--- src/rtl/ex_stage_if.sv ---
// Bus bundle between decode/controller and the execute stage.
interface ex_stage_if;
    logic [5:0]   stall;
    logic [158:0] id_to_ex_bus;
    logic [75:0]  ex_to_mem_bus;
    logic [37:0]  ex_to_rf_bus;
    logic         pre_inst_is_load;
    logic         data_sram_en;
    logic [3:0]   data_sram_wen;
    logic [31:0]  data_sram_addr;
    logic [31:0]  data_sram_wdata;
    logic         stallreq_for_ex;
    logic [64:0]  ex_to_hilo_bus;

    modport master (
        output stall, id_to_ex_bus,
        input  ex_to_mem_bus, ex_to_rf_bus, pre_inst_is_load,
        input  data_sram_en, data_sram_wen, data_sram_addr,
        input  data_sram_wdata, stallreq_for_ex, ex_to_hilo_bus
    );

    modport slave (
        input  stall, id_to_ex_bus,
        output ex_to_mem_bus, ex_to_rf_bus, pre_inst_is_load,
        output data_sram_en, data_sram_wen, data_sram_addr,
        output data_sram_wdata, stallreq_for_ex, ex_to_hilo_bus
    );
endinterface

--- src/rtl/ex_stage.sv ---
// MIPS execute stage: ALU, data-SRAM request, bypass and result forwarding.
// Define EX_DIV_EN to build the iterative 32-cycle DIV/DIVU unit.
module ex_stage (
    input  logic       clk,
    input  logic       rst,
    ex_stage_if.slave  bus
);
    logic [158:0] r_id_to_ex;

    always_ff @(posedge clk) begin
        if (rst)
            r_id_to_ex <= '0;
        else if (bus.stall[2] && !bus.stall[3])
            r_id_to_ex <= '0;
        else if (!bus.stall[2])
            r_id_to_ex <= bus.id_to_ex_bus;
    end

    logic [31:0] w_pc, w_inst, w_data1, w_data2;
    logic [11:0] w_alu_op;
    logic [2:0]  w_sel_src1;
    logic [3:0]  w_sel_src2;
    logic        w_ram_en, w_rf_we, w_sel_rf_res;
    logic [3:0]  w_ram_wen;
    logic [4:0]  w_rf_waddr;

    assign {w_pc, w_inst, w_alu_op, w_sel_src1, w_sel_src2,
            w_ram_en, w_ram_wen, w_rf_we, w_rf_waddr,
            w_sel_rf_res, w_data1, w_data2} = r_id_to_ex;

    logic w_unused_inst;
    assign w_unused_inst = ^w_inst[25:16];

    logic w_is_div, w_div_signed;
    assign w_is_div = (w_inst[31:26] == 6'd0) &&
                      (w_inst[5:1] == 5'b01101);
    assign w_div_signed = !w_inst[0];

    logic [31:0] w_src1, w_src2, w_alu_res, w_ex_result;

    always_comb begin
        w_src1 = '0;
        unique case (1'b1)
            w_sel_src1[0]: w_src1 = w_data1;
            w_sel_src1[1]: w_src1 = w_pc;
            w_sel_src1[2]: w_src1 = {27'b0, w_inst[10:6]};
            default:       w_src1 = '0;
        endcase
    end

    always_comb begin
        w_src2 = '0;
        unique case (1'b1)
            w_sel_src2[0]: w_src2 = w_data2;
            w_sel_src2[1]: w_src2 = {{16{w_inst[15]}}, w_inst[15:0]};
            w_sel_src2[2]: w_src2 = 32'd8;
            w_sel_src2[3]: w_src2 = {16'b0, w_inst[15:0]};
            default:       w_src2 = '0;
        endcase
    end

    always_comb begin
        w_alu_res = '0;
        unique case (1'b1)
            w_alu_op[11]: w_alu_res = w_src1 + w_src2;
            w_alu_op[10]: w_alu_res = w_src1 - w_src2;
            w_alu_op[9]:  w_alu_res = {31'b0, $signed(w_src1) < $signed(w_src2)};
            w_alu_op[8]:  w_alu_res = {31'b0, w_src1 < w_src2};
            w_alu_op[7]:  w_alu_res = w_src1 & w_src2;
            w_alu_op[6]:  w_alu_res = ~(w_src1 | w_src2);
            w_alu_op[5]:  w_alu_res = w_src1 | w_src2;
            w_alu_op[4]:  w_alu_res = w_src1 ^ w_src2;
            w_alu_op[3]:  w_alu_res = w_src2 << w_src1[4:0];
            w_alu_op[2]:  w_alu_res = w_src2 >> w_src1[4:0];
            w_alu_op[1]:  w_alu_res = $signed(w_src2) >>> w_src1[4:0];
            w_alu_op[0]:  w_alu_res = {w_src2[15:0], 16'b0};
            default:      w_alu_res = '0;
        endcase
    end

    assign w_ex_result = w_is_div ? 32'd0 : w_alu_res;

    logic [3:0]  w_sram_wen;
    logic [31:0] w_sram_wdata;

    // Byte lanes follow the low address bits; the bus to MEM keeps the raw code.
    always_comb begin
        w_sram_wen   = 4'b0000;
        w_sram_wdata = w_data2;
        unique case (w_ram_wen)
            4'b0001: begin
                w_sram_wen   = 4'b0001 << w_ex_result[1:0];
                w_sram_wdata = {4{w_data2[7:0]}};
            end
            4'b0011: begin
                w_sram_wen   = w_ex_result[1] ? 4'b1100 : 4'b0011;
                w_sram_wdata = {2{w_data2[15:0]}};
            end
            4'b1111: begin
                w_sram_wen   = 4'b1111;
                w_sram_wdata = w_data2;
            end
            default: begin
                w_sram_wen   = 4'b0000;
                w_sram_wdata = w_data2;
            end
        endcase
    end

    assign bus.data_sram_en     = w_ram_en;
    assign bus.data_sram_wen    = w_sram_wen;
    assign bus.data_sram_addr   = w_ex_result;
    assign bus.data_sram_wdata  = w_sram_wdata;
    assign bus.pre_inst_is_load = w_sel_rf_res;
    assign bus.ex_to_rf_bus     = {w_rf_we, w_rf_waddr, w_ex_result};
    assign bus.ex_to_mem_bus    = {w_pc, w_ram_en, w_ram_wen, w_sel_rf_res,
                                   w_rf_we, w_rf_waddr, w_ex_result};

`ifdef EX_DIV_EN
    typedef enum logic [1:0] {
        S_IDLE,
        S_BUSY,
        S_DONE
    } div_state_t;

    div_state_t  r_state, w_next_state;
    logic [4:0]  r_cnt;
    logic [31:0] r_quot, r_rem, r_dvsr;
    logic        w_stallreq, w_hilo_we;

    logic [31:0] w_abs1, w_abs2;
    assign w_abs1 = (w_div_signed && w_data1[31]) ? -w_data1 : w_data1;
    assign w_abs2 = (w_div_signed && w_data2[31]) ? -w_data2 : w_data2;

    logic [32:0] w_trial, w_diff;
    logic        w_ge;
    assign w_trial = {r_rem, r_quot[31]};
    assign w_diff  = w_trial - {1'b0, r_dvsr};
    assign w_ge    = w_trial >= {1'b0, r_dvsr};

    always_ff @(posedge clk) begin
        if (rst) begin
            r_state <= S_IDLE;
            r_cnt   <= '0;
            r_quot  <= '0;
            r_rem   <= '0;
            r_dvsr  <= '0;
        end else begin
            r_state <= w_next_state;
            unique case (r_state)
                S_IDLE: begin
                    if (w_is_div) begin
                        r_quot <= w_abs1;
                        r_rem  <= '0;
                        r_dvsr <= w_abs2;
                        r_cnt  <= '0;
                    end
                end
                S_BUSY: begin
                    r_quot <= {r_quot[30:0], w_ge};
                    r_rem  <= w_ge ? w_diff[31:0] : w_trial[31:0];
                    r_cnt  <= r_cnt + 5'd1;
                end
                default: ;
            endcase
        end
    end

    always_comb begin
        w_next_state = r_state;
        w_stallreq   = 1'b0;
        w_hilo_we    = 1'b0;
        unique case (r_state)
            S_IDLE: begin
                if (w_is_div) begin
                    w_stallreq   = 1'b1;
                    w_next_state = S_BUSY;
                end
            end
            S_BUSY: begin
                w_stallreq = 1'b1;
                if (r_cnt == 5'd31)
                    w_next_state = S_DONE;
            end
            S_DONE: begin
                w_hilo_we    = 1'b1;
                w_next_state = S_IDLE;
            end
            default: w_next_state = S_IDLE;
        endcase
    end

    // Operands are still held in the input register while the divide runs.
    logic        w_neg_q, w_neg_r, w_dvsr_zero;
    logic [31:0] w_lo, w_hi;
    assign w_neg_q     = w_div_signed && (w_data1[31] ^ w_data2[31]);
    assign w_neg_r     = w_div_signed && w_data1[31];
    assign w_dvsr_zero = (w_data2 == 32'd0);
    assign w_lo = w_dvsr_zero ? 32'hFFFF_FFFF : (w_neg_q ? -r_quot : r_quot);
    assign w_hi = w_dvsr_zero ? w_data1 : (w_neg_r ? -r_rem : r_rem);

    assign bus.stallreq_for_ex = w_stallreq;
    assign bus.ex_to_hilo_bus  = w_hilo_we ? {1'b1, w_hi, w_lo} : 65'd0;
`else
    logic w_unused_div;
    assign w_unused_div = w_div_signed;

    assign bus.stallreq_for_ex = 1'b0;
    assign bus.ex_to_hilo_bus  = 65'd0;
`endif
endmodule
--- src/flat_wrapper.sv ---
// flat-port wrapper written by rule: the top's interface ports become plain ports
module ex_stage_flat 
  (clk, rst, bus_stall, bus_id_to_ex_bus, bus_ex_to_mem_bus, bus_ex_to_rf_bus, bus_pre_inst_is_load, bus_data_sram_en, bus_data_sram_wen, bus_data_sram_addr, bus_data_sram_wdata, bus_stallreq_for_ex, bus_ex_to_hilo_bus);
  ex_stage_if bus_i ();
  input  logic clk;
  input  logic rst;
  input wire logic [$bits(bus_i.stall)-1:0] bus_stall;
  input wire logic [$bits(bus_i.id_to_ex_bus)-1:0] bus_id_to_ex_bus;
  output wire logic [$bits(bus_i.ex_to_mem_bus)-1:0] bus_ex_to_mem_bus;
  output wire logic [$bits(bus_i.ex_to_rf_bus)-1:0] bus_ex_to_rf_bus;
  output wire logic [$bits(bus_i.pre_inst_is_load)-1:0] bus_pre_inst_is_load;
  output wire logic [$bits(bus_i.data_sram_en)-1:0] bus_data_sram_en;
  output wire logic [$bits(bus_i.data_sram_wen)-1:0] bus_data_sram_wen;
  output wire logic [$bits(bus_i.data_sram_addr)-1:0] bus_data_sram_addr;
  output wire logic [$bits(bus_i.data_sram_wdata)-1:0] bus_data_sram_wdata;
  output wire logic [$bits(bus_i.stallreq_for_ex)-1:0] bus_stallreq_for_ex;
  output wire logic [$bits(bus_i.ex_to_hilo_bus)-1:0] bus_ex_to_hilo_bus;
  assign bus_i.stall = bus_stall;
  assign bus_i.id_to_ex_bus = bus_id_to_ex_bus;
  assign bus_ex_to_mem_bus = bus_i.ex_to_mem_bus;
  assign bus_ex_to_rf_bus = bus_i.ex_to_rf_bus;
  assign bus_pre_inst_is_load = bus_i.pre_inst_is_load;
  assign bus_data_sram_en = bus_i.data_sram_en;
  assign bus_data_sram_wen = bus_i.data_sram_wen;
  assign bus_data_sram_addr = bus_i.data_sram_addr;
  assign bus_data_sram_wdata = bus_i.data_sram_wdata;
  assign bus_stallreq_for_ex = bus_i.stallreq_for_ex;
  assign bus_ex_to_hilo_bus = bus_i.ex_to_hilo_bus;
  ex_stage u_core (.clk(clk), .rst(rst), .bus(bus_i));
endmodule
--- config.mk ---
export PLATFORM = sky130hd
export DESIGN_NAME = ex_stage_flat
export DESIGN_NICKNAME = d
export VERILOG_FILES = /design/src/rtl/ex_stage_if.sv /design/src/rtl/ex_stage.sv /design/src/flat_wrapper.sv
export SDC_FILE = /design/constraint.sdc
export NUM_CORES = 1
export LEC_CHECK = 0
export BUFFER_PORTS_ARGS = -buffer_cell sky130_fd_sc_hd__clkbuf_2
export CAP_MARGIN = 20
export CORE_UTILIZATION = 40
export CTS_CLUSTER_SIZE = 40
export DETAILED_ROUTE_END_ITERATION = 12
export PLACE_DENSITY_LB_ADDON = 0.05
export SLEW_MARGIN = 40
export SYNTH_ARGS = -nofsm -noshare
export SYNTH_HDL_FRONTEND = slang
export SYNTH_SLANG_ARGS = --single-unit
--- constraint.sdc ---
create_clock -name clk -period 6.4 [get_ports clk]
set_input_delay 0.96 -clock clk [delete_from_list [all_inputs] [get_ports clk]]
set_output_delay 0.96 -clock clk [all_outputs]
set_load 0.02 [all_outputs]
## Yosys cells after proc, flatten, opt, wreduce, memory -nomap -nowiden

Cells that the tools add are included.

| cells by class | value |
|---|---|
| order comparisons | 2 |
| bitwise gates (word level) | 4 |
| $add $sub $neg | 2 |
| shift-type cells | 4 |
| muxes and demuxes | 7 |
| reduce and logical (&&, ||, !) cells | 5 |
| eq/ne operators | 4 |

Operators with widths:

| operator | number |
|---|---|
| 32-bit case mux with 12 select lines | 1 |
| 32-bit case mux with 4 select lines | 1 |
| 32-bit case mux with 3 select lines | 1 |
| 32-bit < comparator | 2 |
| 32-bit case mux with 2 select lines | 1 |
| 32-bit adder | 1 |
| 32-bit bitwise AND | 1 |
| 32-bit 2-to-1 mux | 1 |
| 32-bit NOT | 1 |
| 32-bit OR | 1 |
| 32-bit by 5-bit left shift with 32-bit output | 1 |
| 32-bit by 5-bit >> shifter with 32-bit output | 1 |
| 32-bit by 5-bit >>> shifter with 32-bit output | 1 |
| 32-bit subtractor | 1 |
| 32-bit XOR | 1 |
| 4-bit case mux with 3 select lines | 1 |
| 6-bit logical NOT | 1 |
| 5-bit by 4-bit == test with 1-bit output, second input constant | 1 |
| 4-bit by 1-bit == test with 1-bit output, second input constant | 1 |
| 4-bit by 2-bit == test with 1-bit output, second input constant | 1 |
| 4-bit == test, second input constant | 1 |
| 4-bit 2-to-1 mux | 1 |
| 1-bit by 2-bit left shift with 4-bit output, first input constant | 1 |
| 1-bit logical AND | 2 |
| 2 further kinds | 2 |

| word-level totals | value |
|---|---|
| register bits | 159 |
| input bits | 167 |
| logic and storage cells | 29 |
| output and inout port bits | 250 |

## Logic depth before layout (Yosys ltp)

| depth | value |
|---|---|
| depth in word-level cells | 7 |
| mapped depth | 19 |

## Worst setup path after synthesis

Ideal clock, no wire load.

| timing path | value |
|---|---|
| path type | register to output |
| start point | register u_core.r_id_to_ex[82] |
| end point | output port bus_ex_to_mem_bus[22] |
| stages on the path, launching flop included | 20 |
| data arrival time | 4.542 ns |
| path buffers | 4 |
| slack | 0.898 ns |
| path through | dfxtp_1 a22oi_1 nand2_1 inv_2 buf_2 buf_2 buf_2 ha_1 inv_1 fa_1 nor2b_1 o21ai_0 o2111a_1 o31ai_1 a21boi_1 o31ai_1 a21boi_0 mux2_2 a41oi_1 buf_4 |

| on the way | value |
|---|---|
| longest elaborated chain between the ends | 5 |
| elaborated cells on any way between the ends | 12 |

RTL lines:

| what | line | text |
|---|---|---|
| start, declared | ex_stage.sv:8 | `logic [158:0] r_id_to_ex;` |
| start signal, assigned | ex_stage.sv:16 | `r_id_to_ex <= bus.id_to_ex_bus;` |
| 32-bit case mux with 3 select lines (*) | ex_stage.sv:43 | `unique case (1'b1)` |
| parallel branches: the longest is 2 deep, another holds 32-bit subtractor | - |  |
| 32-bit case mux with 12 select lines (*) | ex_stage.sv:64 | `unique case (1'b1)` |
| 32-bit 2-to-1 mux (*) | ex_stage.sv:81 | `assign w_ex_result = w_is_div ? 32'd0 : w_alu_res;` |
| end, declared | flat_wrapper.sv:9 | `output wire logic [$bits(bus_i.ex_to_mem_bus)-1:0] bus_ex_to_mem_bus;` |

Every way passes the cells marked *.

## Final worst setup path

| timing path | value |
|---|---|
| start point | register u_core.r_id_to_ex[77] |
| end point | output port bus_ex_to_rf_bus[29] |

| on the way | value |
|---|---|
| longest elaborated chain between the ends | 5 |
| elaborated cells on any way between the ends | 12 |

RTL lines:

| what | line | text |
|---|---|---|
| 32-bit case mux with 4 select lines (*) | ex_stage.sv:53 | `unique case (1'b1)` |
| parallel branches: the longest is 2 deep, another holds 32-bit subtractor | - |  |
| 32-bit case mux with 12 select lines (*) | ex_stage.sv:64 |  |
| 32-bit 2-to-1 mux (*) | ex_stage.sv:81 |  |
| end, declared | flat_wrapper.sv:10 | `output wire logic [$bits(bus_i.ex_to_rf_bus)-1:0] bus_ex_to_rf_bus;` |

Marks and branches as above.

==> impl_metrics.tcl <==
set metrics [dict create \
    first_global_vias 16531 \
    top_layer "met4" \
    antenna_left 0 \
    synth_compound_gate_area_share_pct 25.7 \
    synth_edf_count 0 \
    fin_area_sq_mm 0.0189 \
    hold_path.startpoint "u_core.r_id_to_ex[38]" \
    fin_tns_setup_ps 0 \
    finClkSkew_ps 0 \
    final.min_clock_period_ps 6190 \
    clock_sinks 149 \
    grt_pass1_wl_um 114000 \
    drt-vias-per-instance 5.99 \
    tritoncts_buffers 17 \
    cts.reportedPaths.clkPinSlew_ps 60 \
    wl_met1_um 35400 \
    grt_max_degree 57 \
    layout_cell_share_with_drive_strength_beyond_1_pct 21.1 \
    finalSetupViolCount 0 \
    timing.reg2reg.worst_path_depth 4 \
    critical_path.reg2reg.endpoint "u_core.r_id_to_ex[81]" \
    largest_register_ff_count 149 \
    remaining_drc_errors 0 \
    holdPathEnd "u_core.r_id_to_ex[38]" \
    slew_headroom_pct 42.8 \
    postSynth.asyncResetShare_pct 0 \
    boundaryPins 417 \
    clock_latency_ps 430 \
    yosys.cell_types.count 85 \
    final_nets 2702 \
    critPathMaxFanout 24 \
    slew_at_the_pin_with_the_worst_max_slew_slack_ps 857 \
    run_status "completed" \
    max_flop_register "u_core.r_id_to_ex" \
    finish.utilization_pct 45.0 \
    ir_drop_mv 0.201 \
    crit_path_start_kind "register" \
    cts_resized 0 \
    full_die_area_sq_mm 0.0434 \
    grt_setup_unrepaired "no" \
    core_area_sq_mm 0.0419 \
    r2r_slack_ps 5160 \
    cts_tree "done" \
    multi_input_area_sq_mm 0.0118 \
    detail_route.wirelength_um 79500 \
    antenna_violations_before_repair 0 \
    final_hpwl_dp_um 63200 \
    clock.fmax_mhz 162 \
    yosysWarningCount 0 \
    firstDrtPassIters 6 \
    synth_cell_area_sq_mm 0.0170 \
    total_met2_wirelength_after_detailed_routing_um 33800 \
    synthesis.instances 2288 \
    timing.critical_path.mode_cell "o21ai_0" \
    final-hold-violation-count 0 \
    timing.max_cap.violations 0 \
    critPathRequiredTime_ps 5440 \
    grt_util_all_layers_pct 35.6 \
    placement.io_buffers 336 \
    timing.setup.critical_path_class "reg2out" \
    worst_path_dominant_cell_family "compound AO/OA/AOI/OAI gates" \
    antenna_cells 0 \
    worst_ep_arrival_time_ps 5230 \
    report.power.total_mw 3.40 \
    dpl_cells 2953 \
    power_density_mw_per_mm2 180 \
    proportion_of_synthesized_chip_area_in_sequential_cells_pct 17.5 \
    drt-initial-drc-count 1859 \
    starting_utilization_of_the_core_area_pct 40.6 \
    cts.htree.levels 4 \
    detail_route.wl_per_cell_um 26.6 \
    timing.rr.start "u_core.r_id_to_ex[81]" \
    register_area_sq_mm 0.00299 \
    yosys_register_bits 149 \
    die_height_um 208 \
    layoutNonFillerInstCount 2985 \
    crit_path_start "u_core.r_id_to_ex[77]" \
    detailroute.wirelength.met3_um 6100 \
    postSynthAreaPerCell_sq_um 7.44 \
    cts_hold_repair.buffers 0 \
    finalMaxSlewViolations 0 \
    synth-adder-area-share_pct 7.58 \
    ys_dominant_reg_cell "dfxtp_1" \
    ordered_list_of_cells_on_the_worst_path "buf_4 > o21ai_0 > nand2_1 > ha_1 > o21ai_0 > o21bai_1 > o311ai_0 > buf_4 > nand3_1 > a311oi_1 > o21ai_0 > mux2i_1 > nand2_1 > a31oi_1 > clkbuf_2" \
    placement.cell_area_sq_mm 0.0183 \
    global_placer_s_final_weighted_congestion 1.04 \
    via_count 17894 \
    crit_path_top_delay_cell "o311ai_0" \
    hp_class "reg2reg" \
    timing.final.crit_share_pct 96.7 \
    post-cts-setup-buffer-count 0 \
    grt_overflow_total 0 \
    power_leakage_nw 8.93 \
    layout_top_registers "u_core.r_id_to_ex x149" \
    clk_path_buf_depth 2 \
    yosys-mux-area-fraction_pct 16.7 \
    dominant_combinational_cell_family_by_area_after_synthesis "compound AO/OA/AOI/OAI gates" \
    final.fill_count 4403 \
    area_growth_syn_to_layout_pct 11.0 \
    max_stage_delay_ps 630 \
    crit_path_end_kind "output port" \
    synthSimpleGateAreaFrac_pct 15.0 \
    library_cell_used_as_clock_root_buffer "clkbuf_16" \
    min_path_cells 2 \
    synthXorXnorAreaFrac_pct 2.68 \
    floorplan.die.width_um 208 \
    rows 75 \
    crit_path_buf_inv_count 3 \
]
## cells in the mapped netlist, types with 8 or more instances
| library cell | n | share of area, % |
|---|---|---|
| nor2_1 | 273 | 6.0 |
| mux2i_1 | 244 | 14 |
| nand2_1 | 192 | 4.2 |
| buf_4 | 190 | 8.4 |
| dfxtp_1 | 149 | 18 |
| clkbuf_1 | 131 | 2.9 |
| a21oi_1 | 127 | 3.7 |
| o21ai_0 | 111 | 3.3 |
| ha_1 | 100 | 7.3 |
| inv_1 | 95 | 2.1 |
| a22oi_1 | 64 | 2.8 |
| o211ai_1 | 53 | 2.3 |
| xnor2_1 | 41 | 2.1 |
| nand3_1 | 35 | 1.0 |
| mux2_2 | 33 | 2.2 |
| a31oi_1 | 32 | 1.2 |
| a221oi_1 | 27 | 1.4 |
| a22o_1 | 27 | 1.4 |
| buf_2 | 27 | 0.79 |
| nor3_1 | 26 | 0.76 |
| a211oi_1 | 25 | 1.1 |
| a21o_1 | 22 | 0.97 |
| nand2b_1 | 15 | 0.55 |
| buf_1 | 14 | 0.31 |
| o22ai_1 | 14 | 0.51 |
| o31ai_1 | 14 | 0.62 |
| o21bai_1 | 12 | 0.53 |
| a221o_1 | 11 | 0.65 |
| nor2b_1 | 11 | 0.40 |
| xor2_1 | 11 | 0.57 |
| nor4_1 | 10 | 0.37 |
| o2111ai_1 | 9 | 0.46 |
| o21a_1 | 9 | 0.40 |
| a21boi_0 | 8 | 0.35 |
## metal layers
layer | track usage, % | vias up
met5 | 0 | -
met4 | 17.7 | 0
met3 | 5.01 | 136
met2 | 53.6 | 939
met1 | 49.4 | 8593
li1 | - | 8226
## layout make-up
type | instances | share of cell area, %
Tap cell | 539 | 3.57
Inverter | 100 | 1.99
Clock inverter | 11 | 0.788
Timing Repair Buffer | 424 | 12.8
Sequential cell | 149 | 15.8
Multi-Input combinational cell | 1741 | 62.6
Clock buffer | 21 | 2.49
## power breakdown
group	total (mW)	internal, mW	switching [mW]	leakage (nW)
combinational	1.31	0.444	0.864	7.41
clock	1.05	0.645	0.408	0.296
sequential	1.04	0.975	0.0628	1.22
## worst max path at each step
stage / endpoint / slack, ps / cells after the start
2_1_floorplan: bus_ex_to_mem_bus[22] / 900 / 19
3_3_place_gp: bus_data_sram_addr[22] / 660 / 15
3_5_place_dp: bus_ex_to_mem_bus[22] / 550 / 15
4_1_cts: bus_ex_to_mem_bus[22] / 50 / 15
5_1_grt: bus_data_sram_addr[19] / 3 / 16
6_report: bus_ex_to_rf_bus[29] / 210 / 15
## logic make-up (layout without fill, tap and decap cells)
| logic type | count (synthesis) | count (layout) |
|---|---|---|
| other | 1 | 66 |
| adder cells (fa/ha/maj) | 102 | 102 |
| buffers and inverters | 463 | 556 |
| AO/OA/AOI/OAI | 639 | 639 |
| flip-flops | 149 | 149 |
| XOR/XNOR | 52 | 52 |
| AND/OR/NAND/NOR | 603 | 603 |
| multiplexers | 279 | 279 |
## worst reg2reg max path: stages (launching register included)
cell and delay, ps:
dfxtp_1 460, buf_4 240, buf_4 270, mux2i_1 110
nor2_1 100
## through the flow
step	hold WS (ps)	setup slack, ps
2_1_floorplan	457	898
3_3_place_gp	473	664
3_5_place_dp	487	551
4_1_cts	502	49.3
5_1_grt	522	2.91
6_report	495	212
## cells in the final DEF, fill, tap and decap left out, drive strengths merged, types with 15 or more instances in the layout
master / netlist / layout
clkbuf: 131 / 357
nor2: 273 / 273
mux2i: 244 / 244
nand2: 194 / 194
dfxtp: 149 / 149
a21oi: 127 / 127
o21ai: 113 / 113
ha: 100 / 100
inv: 97 / 98
buf: 232 / 88
conb: 1 / 66
a22oi: 65 / 65
o211ai: 53 / 53
xnor2: 41 / 41
nand3: 35 / 35
mux2: 34 / 34
a31oi: 32 / 32
a22o: 27 / 27
a221oi: 27 / 27
nor3: 27 / 27
a211oi: 25 / 25
a21o: 22 / 22
nand2b: 15 / 15
Note: power is estimated with default switching activity, not from simulation.
